### src/rtl/timebase_gen.sv
// timebase_gen: three-stage cascaded timebase producing single-cycle enable
// strobes at exact integer divide ratios of CLK (fast, slow, minute).
// All outputs are registered and synchronous to CLK; no derived clocks.
//
// Build option: define TIMEBASE_SQUARE_EN to add SQ_FAST/SQ_SLOW debug
// square-wave outputs (for scope/LED observation only, never a clock).
//
// Ports:
//   CLK        system clock, rising edge
//   RST        asynchronous active-high reset
//   EN         count enable; low pauses all stages (counters hold)
//   CLR        synchronous restart of all stages, overrides EN
//   TICK_FAST  strobe every DIV_FAST enabled cycles
//   TICK_SLOW  strobe every DIV_FAST*DIV_SLOW enabled cycles
//   TICK_MIN   strobe every DIV_FAST*DIV_SLOW*DIV_MIN enabled cycles
//   SEC_CNT    current slow-stage count, 0..DIV_MIN-1
//   SQ_FAST    (option) high while fast count < DIV_FAST/2
//   SQ_SLOW    (option) high while slow count < DIV_SLOW/2
module timebase_gen #(
   parameter  int unsigned DIV_FAST = 15,
   parameter  int unsigned DIV_SLOW = 800000,
   parameter  int unsigned DIV_MIN  = 60,
   localparam int unsigned W0       = $clog2(DIV_FAST),
   localparam int unsigned W1       = $clog2(DIV_SLOW),
   localparam int unsigned W2       = $clog2(DIV_MIN)
) (
   input  logic          CLK,
   input  logic          RST,
   input  logic          EN,
   input  logic          CLR,
   output logic          TICK_FAST,
   output logic          TICK_SLOW,
   output logic          TICK_MIN,
   output logic [W2-1:0] SEC_CNT
`ifdef TIMEBASE_SQUARE_EN
   ,
   output logic          SQ_FAST,
   output logic          SQ_SLOW
`endif
);

   // Reject divide ratios that cannot produce a single-cycle strobe
   generate
      if (DIV_FAST < 2 || DIV_SLOW < 2 || DIV_MIN < 2) begin : g_bad_div
         $error("timebase_gen: every DIV_* parameter must be >= 2");
      end
   endgenerate

   localparam logic [W0-1:0] LAST0 = W0'(DIV_FAST - 1);
   localparam logic [W1-1:0] LAST1 = W1'(DIV_SLOW - 1);
   localparam logic [W2-1:0] LAST2 = W2'(DIV_MIN - 1);

   logic [W0-1:0] c0, c0_n;
   logic [W1-1:0] c1, c1_n;
   logic [W2-1:0] c2, c2_n;
   logic          tick_fast_n, tick_slow_n, tick_min_n;
   logic          wrap0, wrap1, wrap2;

   // Stage wrap conditions; each stage only advances when the one below wraps
   always_comb begin
      wrap0 = (c0 == LAST0);
      wrap1 = wrap0 && (c1 == LAST1);
      wrap2 = wrap1 && (c2 == LAST2);
   end

   // Next-state and strobe logic; CLR beats EN, a pause forces strobes low
   always_comb begin
      c0_n        = c0;
      c1_n        = c1;
      c2_n        = c2;
      tick_fast_n = 1'b0;
      tick_slow_n = 1'b0;
      tick_min_n  = 1'b0;
      if (CLR) begin
         c0_n = '0;
         c1_n = '0;
         c2_n = '0;
      end else if (EN) begin
         c0_n        = wrap0 ? '0 : c0 + W0'(1);
         tick_fast_n = wrap0;
         tick_slow_n = wrap1;
         tick_min_n  = wrap2;
         if (wrap0) begin
            c1_n = wrap1 ? '0 : c1 + W1'(1);
         end
         if (wrap1) begin
            c2_n = wrap2 ? '0 : c2 + W2'(1);
         end
      end
   end

   // State and strobe registers
   always_ff @(posedge CLK or posedge RST) begin
      if (RST) begin
         c0        <= '0;
         c1        <= '0;
         c2        <= '0;
         TICK_FAST <= 1'b0;
         TICK_SLOW <= 1'b0;
         TICK_MIN  <= 1'b0;
      end else begin
         c0        <= c0_n;
         c1        <= c1_n;
         c2        <= c2_n;
         TICK_FAST <= tick_fast_n;
         TICK_SLOW <= tick_slow_n;
         TICK_MIN  <= tick_min_n;
      end
   end

   // c2 is itself a register updated on the TICK_SLOW edge
   assign SEC_CNT = c2;

`ifdef TIMEBASE_SQUARE_EN
   // Square outputs track the next counter values so they stay aligned with c0/c1
   always_ff @(posedge CLK or posedge RST) begin
      if (RST) begin
         SQ_FAST <= 1'b1;
         SQ_SLOW <= 1'b1;
      end else begin
         SQ_FAST <= (c0_n < W0'(DIV_FAST / 2));
         SQ_SLOW <= (c1_n < W1'(DIV_SLOW / 2));
      end
   end
`endif

endmodule

### config.mk
export PLATFORM = sky130hd
export DESIGN_NAME = timebase_gen
export DESIGN_NICKNAME = d
export VERILOG_FILES = /design/src/rtl/timebase_gen.sv
export SDC_FILE = /design/constraint.sdc
export NUM_CORES = 1
export LEC_CHECK = 0
export CAP_MARGIN = 15
export CELL_PAD_IN_SITES_DETAIL_PLACEMENT = 2
export CELL_PAD_IN_SITES_GLOBAL_PLACEMENT = 2
export CORE_ASPECT_RATIO = 1.4
export CORE_MARGIN = 1
export CORE_UTILIZATION = 38
export DETAILED_ROUTE_END_ITERATION = 7
export HOLD_SLACK_MARGIN = 0.03
export PLACE_DENSITY_LB_ADDON = 0.1
export SLEW_MARGIN = 20
export SYNTH_ARGS = -nofsm -noshare
export SYNTH_HDL_FRONTEND = slang
export SYNTH_SLANG_ARGS = --single-unit
### constraint.sdc
create_clock -name CLK -period 3.35 [get_ports CLK]
set_clock_uncertainty 0.2 [all_clocks]
set_input_delay 0.5025 -clock CLK [delete_from_list [all_inputs] [get_ports CLK]]
set_output_delay 0.5025 -clock CLK [all_outputs]
set_load 0.05 [all_outputs]
==> Yosys cells after proc, flatten, opt, wreduce, memory -nomap -nowiden <==
Cells that the tools add are included.
{ "word_totals": {"regBits": 33, "latchBits": 0, "ramBits": 0, "mem_bits_ro": 0, "inputBits": 4, "output_inout_bits": 9, "memories": 0} }
{ "op_classes": {"add_sub_neg": 3, "multipliers": 0, "div": 0, "order_cmp": 0, "n_eq_ne": 3, "shifts": 0, "mux": 17, "n_bitwise": 0, "n_reduce_logical": 7} }
{ "ops": {"columns": ["cell", "count"], "rows": [
  ["20-bit two-way mux", 4],
  ["6-bit two-way mux", 4],
  ["20-bit by 1-bit adder with 20-bit output, second input constant", 1],
  ["20-bit equality test, second input constant", 1],
  ["4-bit two-way mux", 3],
  ["6-bit by 1-bit adder with 6-bit output, second input constant", 1],
  ["6-bit equality test, second input constant", 1],
  ["1-bit two-way mux", 6],
  ["2-bit nonzero test", 3],
  ["4-bit by 1-bit adder with 4-bit output, second input constant", 1],
  ["4-bit equality test, second input constant", 1],
  ["2-bit AND reduction", 2],
  ["1-bit logical AND", 2]
]} }

==> Depth between registers and ports, before layout <==
Gate-level depths: netlist of the first run.
{ "logic_depth": {"ltp_word": 7, "ltp_mapped": 8, "depth_no_buf": 8} }

==> Worst setup path before layout of the first run <==
Ideal clock, no wire load.
{ "synth_path": {"path_type": "register to register", "start": "reg c1[0]", "end": "reg c1[14]", "setup_ns": 0.082, "t_arrival_ns": 1.793, "required_time_ns": 3.068, "slack_ns": 1.275, "path_stages_with_launch": 6, "path_buffers": 0, "period_less_slack_ns": 2.075, "path_cell_list": "dfrtp_1 > ha_1 > nand4_1 > or4_1 > or3_1 > a31oi_1"} }
{ "synth_via": {"elab_chain_cells": 6, "elab_cells_between_ends": 7, "classes_between": "add/sub (1); eq/ne (1); mux (4); reduce/logical (1)"} }
{ "synth_lines": {"columns": ["element", "line", "source"], "rows": [
  ["start: declaration", "54", "logic [W1-1:0] c1, c1_n;"],
  ["start signal: assignment", "103", "c1 <= c1_n;"],
  ["branches (longest 2 deep; another with 20-bit by 1-bit adder with 20-bit output)", null, null],
  ["20-bit two-way mux *", "84", "c1_n = wrap1 ? '0 : c1 + W1'(1);"],
  ["20-bit two-way mux *", "83", "if (wrap0) begin"],
  ["20-bit two-way mux *", "78", "end else if (EN) begin"],
  ["20-bit two-way mux *", "74", "if (CLR) begin"]
]} }
Mark *: on every way between the ends. The select of a mux whose other input is x is not followed.
A chain may end at the register's enable or synchronous reset.

==> Worst setup path after layout of the first run <==
{ "layout_path": {"start": "reg c1[0]", "end": "reg c2[5] (netlist: SEC_CNT[5])"} }
{ "layout_via": {"elab_chain_cells": 7, "elab_cells_between_ends": 9, "classes_between": "eq/ne (1); mux (4); reduce/logical (4)"} }
{ "layout_lines": {"columns": ["element", "line", "source"], "rows": [
  ["20-bit equality test *", "62", "wrap1 = wrap0 && (c1 == LAST1);"],
  ["1-bit logical AND *", "62", null],
  ["1-bit logical AND", "63", "wrap2 = wrap1 && (c2 == LAST2);"],
  ["6-bit two-way mux", "87", "c2_n = wrap2 ? '0 : c2 + W2'(1);"],
  ["6-bit two-way mux", "86", "if (wrap1) begin"],
  ["6-bit two-way mux", "78", null],
  ["6-bit two-way mux", "74", null],
  ["end signal: assignment", "104", "c2 <= c2_n;"],
  ["end: declaration", "55", "logic [W2-1:0] c2, c2_n;"]
]} }
Every way passes the cells marked *; elsewhere a longest branch is shown, timed or not. The select of a mux whose other input is x is not followed.

==> flow_metrics.tcl, run 1 <==
set metrics [dict create \
    reg2reg_slack_ps 680 \
    cts_tree "built" \
    io_pins 13 \
    clk_pin_slew_ps 70 \
    grt_overflow 0 \
    synth_top_area_share 0.4651 \
    postPlaceCellArea_sq_um 1996 \
    cts_root_buffer "clkbuf_8" \
    reg2reg_to "SEC_CNT[5]" \
    final_max_slew_viol_count 0 \
    totalWireLength_um 5385 \
    antenna_left 0 \
    reg2reg_depth 6 \
    ys_warn_count 0 \
    yosysTopAreaCell "dfrtp_1" \
    required_ps 3340 \
    htreeDepth 2 \
    min_period_ps 2675 \
    crit_fanout 9 \
    post_cts_buffers 0 \
    cts_buffers 5 \
    grt_use_met1 0.2708 \
    drt_iter0_drc 28 \
    pre_cts_slack_ps 499.3 \
    drt-pass1-iter-count 4 \
    worst_slew_pin_slew_ps 656.8 \
    holdBufCountCts 0 \
    setup_violations 0 \
    max_freq_mhz 373.9 \
    syn_inst 202 \
    hold_violations 0 \
    grt_pass1_vias 1903 \
    cts.sink_count 33 \
    viasPerCell 5.779 \
    gp_congestion 0.8413 \
    rows 29 \
    synth_ff_type "dfrtp_1" \
    drc_errors 0 \
    ys_async_sr_fraction 1.000 \
    seqPwrFrac 0.553 \
    cellPowerDensity_nw_per_um2 358.7 \
    start_util 0.3946 \
    min_path_cells 1 \
    hold-path-endpoint "SEC_CNT[0]" \
    cts_resized 0 \
    synth-seq-cells 33 \
    clockBufferDepth 2 \
    grt.total_usage 0.2486 \
    synth_nets 210 \
    setup_tns_ps 0 \
    top_usage_layer "met2" \
    min_from "SEC_CNT[0]" \
    arrival_ps 2670 \
    synth_edf_count 0 \
    power_frac_comb 0.052 \
    drive_gt1_frac 0.07175 \
    crit_family "simple AND/OR/NAND/NOR gates" \
    crit_path_start_kind "flip-flop" \
    crit_chain "ha_1 -> nand4_1 -> or2_1 -> nor2_1 -> nand3_1 -> o21ai_0" \
    power_frac_clock 0.396 \
    r2r-start "c1[0]" \
    stdcell_area_sq_um 2076 \
    yosysSeqAreaShare 0.4651 \
    grt_start_max_net_pins 34 \
    met2_usage 0.4646 \
    die-width_um 59.77 \
    syn_area_per_cell_sq_um 8.789 \
    fin_nets 230 \
    maxCapViolCount 0 \
    synth.distinct_cells 43 \
    hpwlAfterDp_um 3982 \
    internal-power_mw 0.5639 \
    cpPeakStageDelay_ps 520 \
    relSlewSlack 0.5592 \
    switchingPower_mw 0.1806 \
    critical_path.endpoint_type "flip-flop" \
    grt_pass1_wl_um 9163 \
    diodes 0 \
    netlist_area_sq_um 1775 \
    crit_slowest_cell "nor2_1" \
    fin_ws_ps 675.5 \
    leakage_nw 0.8430 \
    clk_latency_ps 280 \
    path_class "flip-flop to flip-flop" \
    switching_share 0.2426 \
    timing.critical_path.buf_inv 0 \
    via_count 1647 \
    die_y_um 82.88 \
    min_path_type "flip-flop to flip-flop" \
    synthTopCellsByArea "dfrtp_1 47%, nand2_1 6.1%, nand3_1 4.2%, nor2_1 4.2%, a21oi_1 2.8%" \
    antenna_found_initial 0 \
    use_met3 0.03583 \
    layout-area-overhead-vs-synth_pct 16.91 \
    ir_drop_uv 203.4 \
    timing.final.crit_share 0.7984 \
    routedWlPerCell_um 18.89 \
    coreArea_sq_um 4499 \
    port_buffers 12 \
    hold_slack_ps 370.1 \
    status "finished clean" \
    rsz0062_at_grt "false" \
    die_area_sq_um 4953 \
]
## final cells by class
cell class	count	area, sq um
clock buffer	8	80.08
fill	531	2424
inverter	10	37.54
multi-input combinational	155	897.1
sequential	33	825.8
tap	62	77.57
timing repair buffer	17	157.7
## sequential cells by signal, summed over array words and instances (netlist names)
register   flops
SEC_CNT        6
TICK_MIN       1
TICK_SLOW      1
c0             4
TICK_FAST      1
c1            20
## cell families (layout without fill, tap and decap cells)
logic type      count (synthesis)  in the layout  synth area share
simple gates                  102            102            0.2903
compound gates                 44             44            0.1607
flops                          33             33            0.4651
buf+inv                        14             35           0.02959
fa+ha+maj                       4              4           0.02819
xor+xnor                        3              3           0.01480
mux                             2              2           0.01128
## per-layer routing
layer / routed length, um / share of wire
met1: 2084 / 0.39
met2: 3126 / 0.58
met3: 80 / 0.015
met4: 93 / 0.017
met5: 0 / 0
## placed cells by master, fill, tap and decap left out, types with 2 or more instances in the layout
| master | instances |
|---|---|
| a211oi_1 | 2 |
| a21oi_1 | 10 |
| a311oi_1 | 2 |
| a31o_2 | 2 |
| a31oi_1 | 2 |
| a32oi_1 | 3 |
| and3_1 | 4 |
| buf_4 | 5 |
| clkbuf_1 | 3 |
| clkbuf_8 | 5 |
| clkdlybuf4s50_1 | 12 |
| dfrtp_1 | 33 |
| ha_1 | 4 |
| inv_1 | 9 |
| mux2i_1 | 2 |
| nand2_1 | 29 |
| nand3_1 | 15 |
| nand4_1 | 7 |
| nor2_1 | 20 |
| nor2b_1 | 2 |
| nor3_1 | 4 |
| nor4_1 | 2 |
| o21ai_0 | 10 |
| o21ai_1 | 4 |
| or2_1 | 2 |
| or2_2 | 2 |
| or3_1 | 6 |
| or4_1 | 2 |
| xor2_1 | 3 |
## power groups by stage
| stage | clock [mW] | combinational, mW | sequential, mW |
|---|---|---|---|
| 2_1_floorplan | 0 | 0.0237 | 0.416 |
| 3_3_place_gp | 0 | 0.0371 | 0.418 |
| 3_5_place_dp | 0 | 0.0398 | 0.419 |
| 4_1_cts | 0.301 | 0.0398 | 0.411 |
| 5_1_grt | 0.319 | 0.0439 | 0.412 |
| 6_report | 0.294 | 0.0387 | 0.411 |
## synthesized netlist by cell type (all sizes together) (3+ instances only)
library cell  count
xor2              3
or3               7
nand2            29
a21oi            10
a32oi             3
ha                4
nand3            16
and3              4
nor3              4
nor2             20
clkbuf            4
o21ai            14
nand4             7
inv               9
dfrtp            33
or2               4
## through the flow
step	std cells	power, mW	util
final	285	0.7445	0.4613
after global routing	285	0.7755	0.4613
after CTS	285	0.7521	0.4613
after detailed placement	277	0.4588	0.4435
after global placement	277	0.4549	0.4435
after floorplan	202	0.4400	-
## worst register-to-register path, cell delays in order, from the launching register on
cell	delay, ps
dfrtp_1	420
ha_1	240
nand4_1	280
or2_1	350
nor2_1	520
nand3_1	320
o21ai_0	260
## worst max path at each step
stage | from | end | slack (ps) | cells after the start
6_report | c1[0] | SEC_CNT[5] | 680 | 6
2_1_floorplan | c1[0] | c1[14] | 1270 | 5
3_5_place_dp | EN | c1[13] | 500 | 7
5_1_grt | c1[0] | SEC_CNT[0] | 450 | 6
4_1_cts | c1[0] | SEC_CNT[1] | 630 | 6
3_3_place_gp | EN | c1[13] | 630 | 7
Power figures use the tool's default switching activity.
==> run 2, diff against run 1 <==
--- a/config.mk
+++ b/config.mk
@@ -10,7 +10,7 @@
 export CELL_PAD_IN_SITES_GLOBAL_PLACEMENT = 2
 export CORE_ASPECT_RATIO = 1.4
 export CORE_MARGIN = 1
-export CORE_UTILIZATION = 38
+export CORE_UTILIZATION = 36
 export DETAILED_ROUTE_END_ITERATION = 7
 export HOLD_SLACK_MARGIN = 0.03
 export PLACE_DENSITY_LB_ADDON = 0.1
==> constraint.sdc (replaced) <==
create_clock -name CLK -period 2.6 [get_ports CLK]
set_clock_uncertainty 0.2 [all_clocks]
set_input_delay 0.39 -clock CLK [delete_from_list [all_inputs] [get_ports CLK]]
set_output_delay 0.39 -clock CLK [all_outputs]
set_load 0.05 [all_outputs]
==> flow_metrics.tcl, run 2 (synthesis results as in run 1) <==
set metrics [dict create \
    cts.sink_count 33 \
    r2r-start "c1[0]" \
    grt_overflow 0 \
    viasPerCell 5.785 \
    max_freq_mhz 403.1 \
    min_path_type "input port to asynchronous set/reset pin" \
    maxCapViolCount 0 \
    rows 29 \
    clk_latency_ps 290 \
    grt_pass1_vias 1841 \
    clk_pin_slew_ps 70 \
    diodes 0 \
    top_register "c1" \
    timing.final.crit_share 0.9542 \
    worst_slew_pin_slew_ps 632.1 \
    final_util 0.4547 \
    port_buffers 12 \
    start_util 0.3823 \
    post_cts_buffers 0 \
    htreeDepth 2 \
    hold_slack_ps 358.6 \
    grt_pass1_wl_um 9011 \
    clockBufferDepth 2 \
    largest_register_ffs 20 \
    final_common_cell "dfrtp_1" \
    power.total_mw 0.9775 \
    drt-pass1-iter-count 4 \
    wl_met1_um 2188 \
    relSlewSlack 0.5758 \
    setup_violations 0 \
    gp_congestion 0.7841 \
    reg2reg_slack_ps 120 \
    cts_buffers 5 \
    grt_start_max_net_pins 34 \
    ir_drop_uv 255.4 \
    final_cell_mix "33 x dfrtp_1, 29 x nand2_1, 20 x nor2_1" \
    rsz0062_at_grt "false" \
    wl_met3_um 85 \
    cts_resized 0 \
    fin_ws_ps 119.0 \
    grt.total_usage 0.2343 \
    holdBufCountCts 0 \
    final_max_slew_viol_count 0 \
    reg2reg_to "c1[13]" \
    setup_tns_ps 0 \
    status "finished clean" \
    fin_cells 288 \
    die_y_um 85.10 \
    totalWireLength_um 5378 \
    cts_root_buffer "clkbuf_8" \
    cts_tree "built" \
    cellPowerDensity_nw_per_um2 462.8 \
    wl_met2_um 3043 \
    hpwlAfterDp_um 3891 \
    dp.cells 281 \
    die-width_um 61.35 \
    crit_fanout 9 \
    via_count 1666 \
    drt_iter0_drc 82 \
    min_period_ps 2481 \
    die_area_sq_um 5221 \
    final.fill_count 544 \
    critical_path.endpoint_type "flip-flop" \
    coreArea_sq_um 4644 \
    fin_nets 234 \
    drc_errors 0 \
    hold_violations 0 \
    drive_gt1_frac 0.09292 \
    routedWlPerCell_um 18.67 \
    stdcell_area_sq_um 2112 \
    antenna_left 0 \
    crit_path_start_kind "flip-flop" \
    arrival_ps 2460 \
    antenna_found_initial 0 \
    seqCellArea_sq_um 825.8 \
    required_ps 2580 \
    pre_cts_slack_ps 106.6 \
    leakage_nw 0.8683 \
    path_class "flip-flop to flip-flop" \
    multiInputGateArea_sq_um 897.1 \
    layout-area-overhead-vs-synth_pct 18.96 \
    top_layer "met4" \
    io_pins 13 \
    reg2reg_depth 6 \
    postPlaceCellArea_sq_um 2026 \
]
==> run 2: changes by cell type in the layout (fill, tap and decap cells not counted), sizes merged <==
cell,delta
buf,+4
clkbuf,-1
==> run 2: layout make-up <==
type,count,area share
Clock buffer,7,0.04088
Inverter,10,0.01777
Multi-Input combinational cell,155,0.4248
Sequential cell,33,0.3910
Tap cell,62,0.03673
Timing Repair Buffer,21,0.08886
==> run 2: power by group <==
part / internal [mW] / switching [mW] / leakage (nW)
Sequential: 0.519 / 0.00998 / 0.459
Combinational: 0.0187 / 0.0338 / 0.365
Clock: 0.210 / 0.185 / 0.0443
Total: 0.748 / 0.229 / 0.868
==> run 2: worst max-delay path by stage <==
stage	startpoint	endpoint
after floorplan	c1[0]	c1[14]
after global placement	EN	c1[13]
after detailed placement	c1[0]	c1[13]
after CTS	c1[0]	c1[13]
after global routing	c1[0]	c1[16]
final	c1[0]	c1[13]
==> run 2: per-layer routing <==
metal  vias up  global-route usage
met5         -                   0
met4         0             0.06667
met3         5             0.03201
met2        15              0.4358
met1       857              0.2662
li1        789                   -
==> run 2: critical path, cell delays in order, from the launching register on <==
cell,delay [ps]
dfrtp_1,410
ha_1,240
nand4_1,240
or2_1,330
o21ai_1,530
nor3_1,130
a211o_1,290
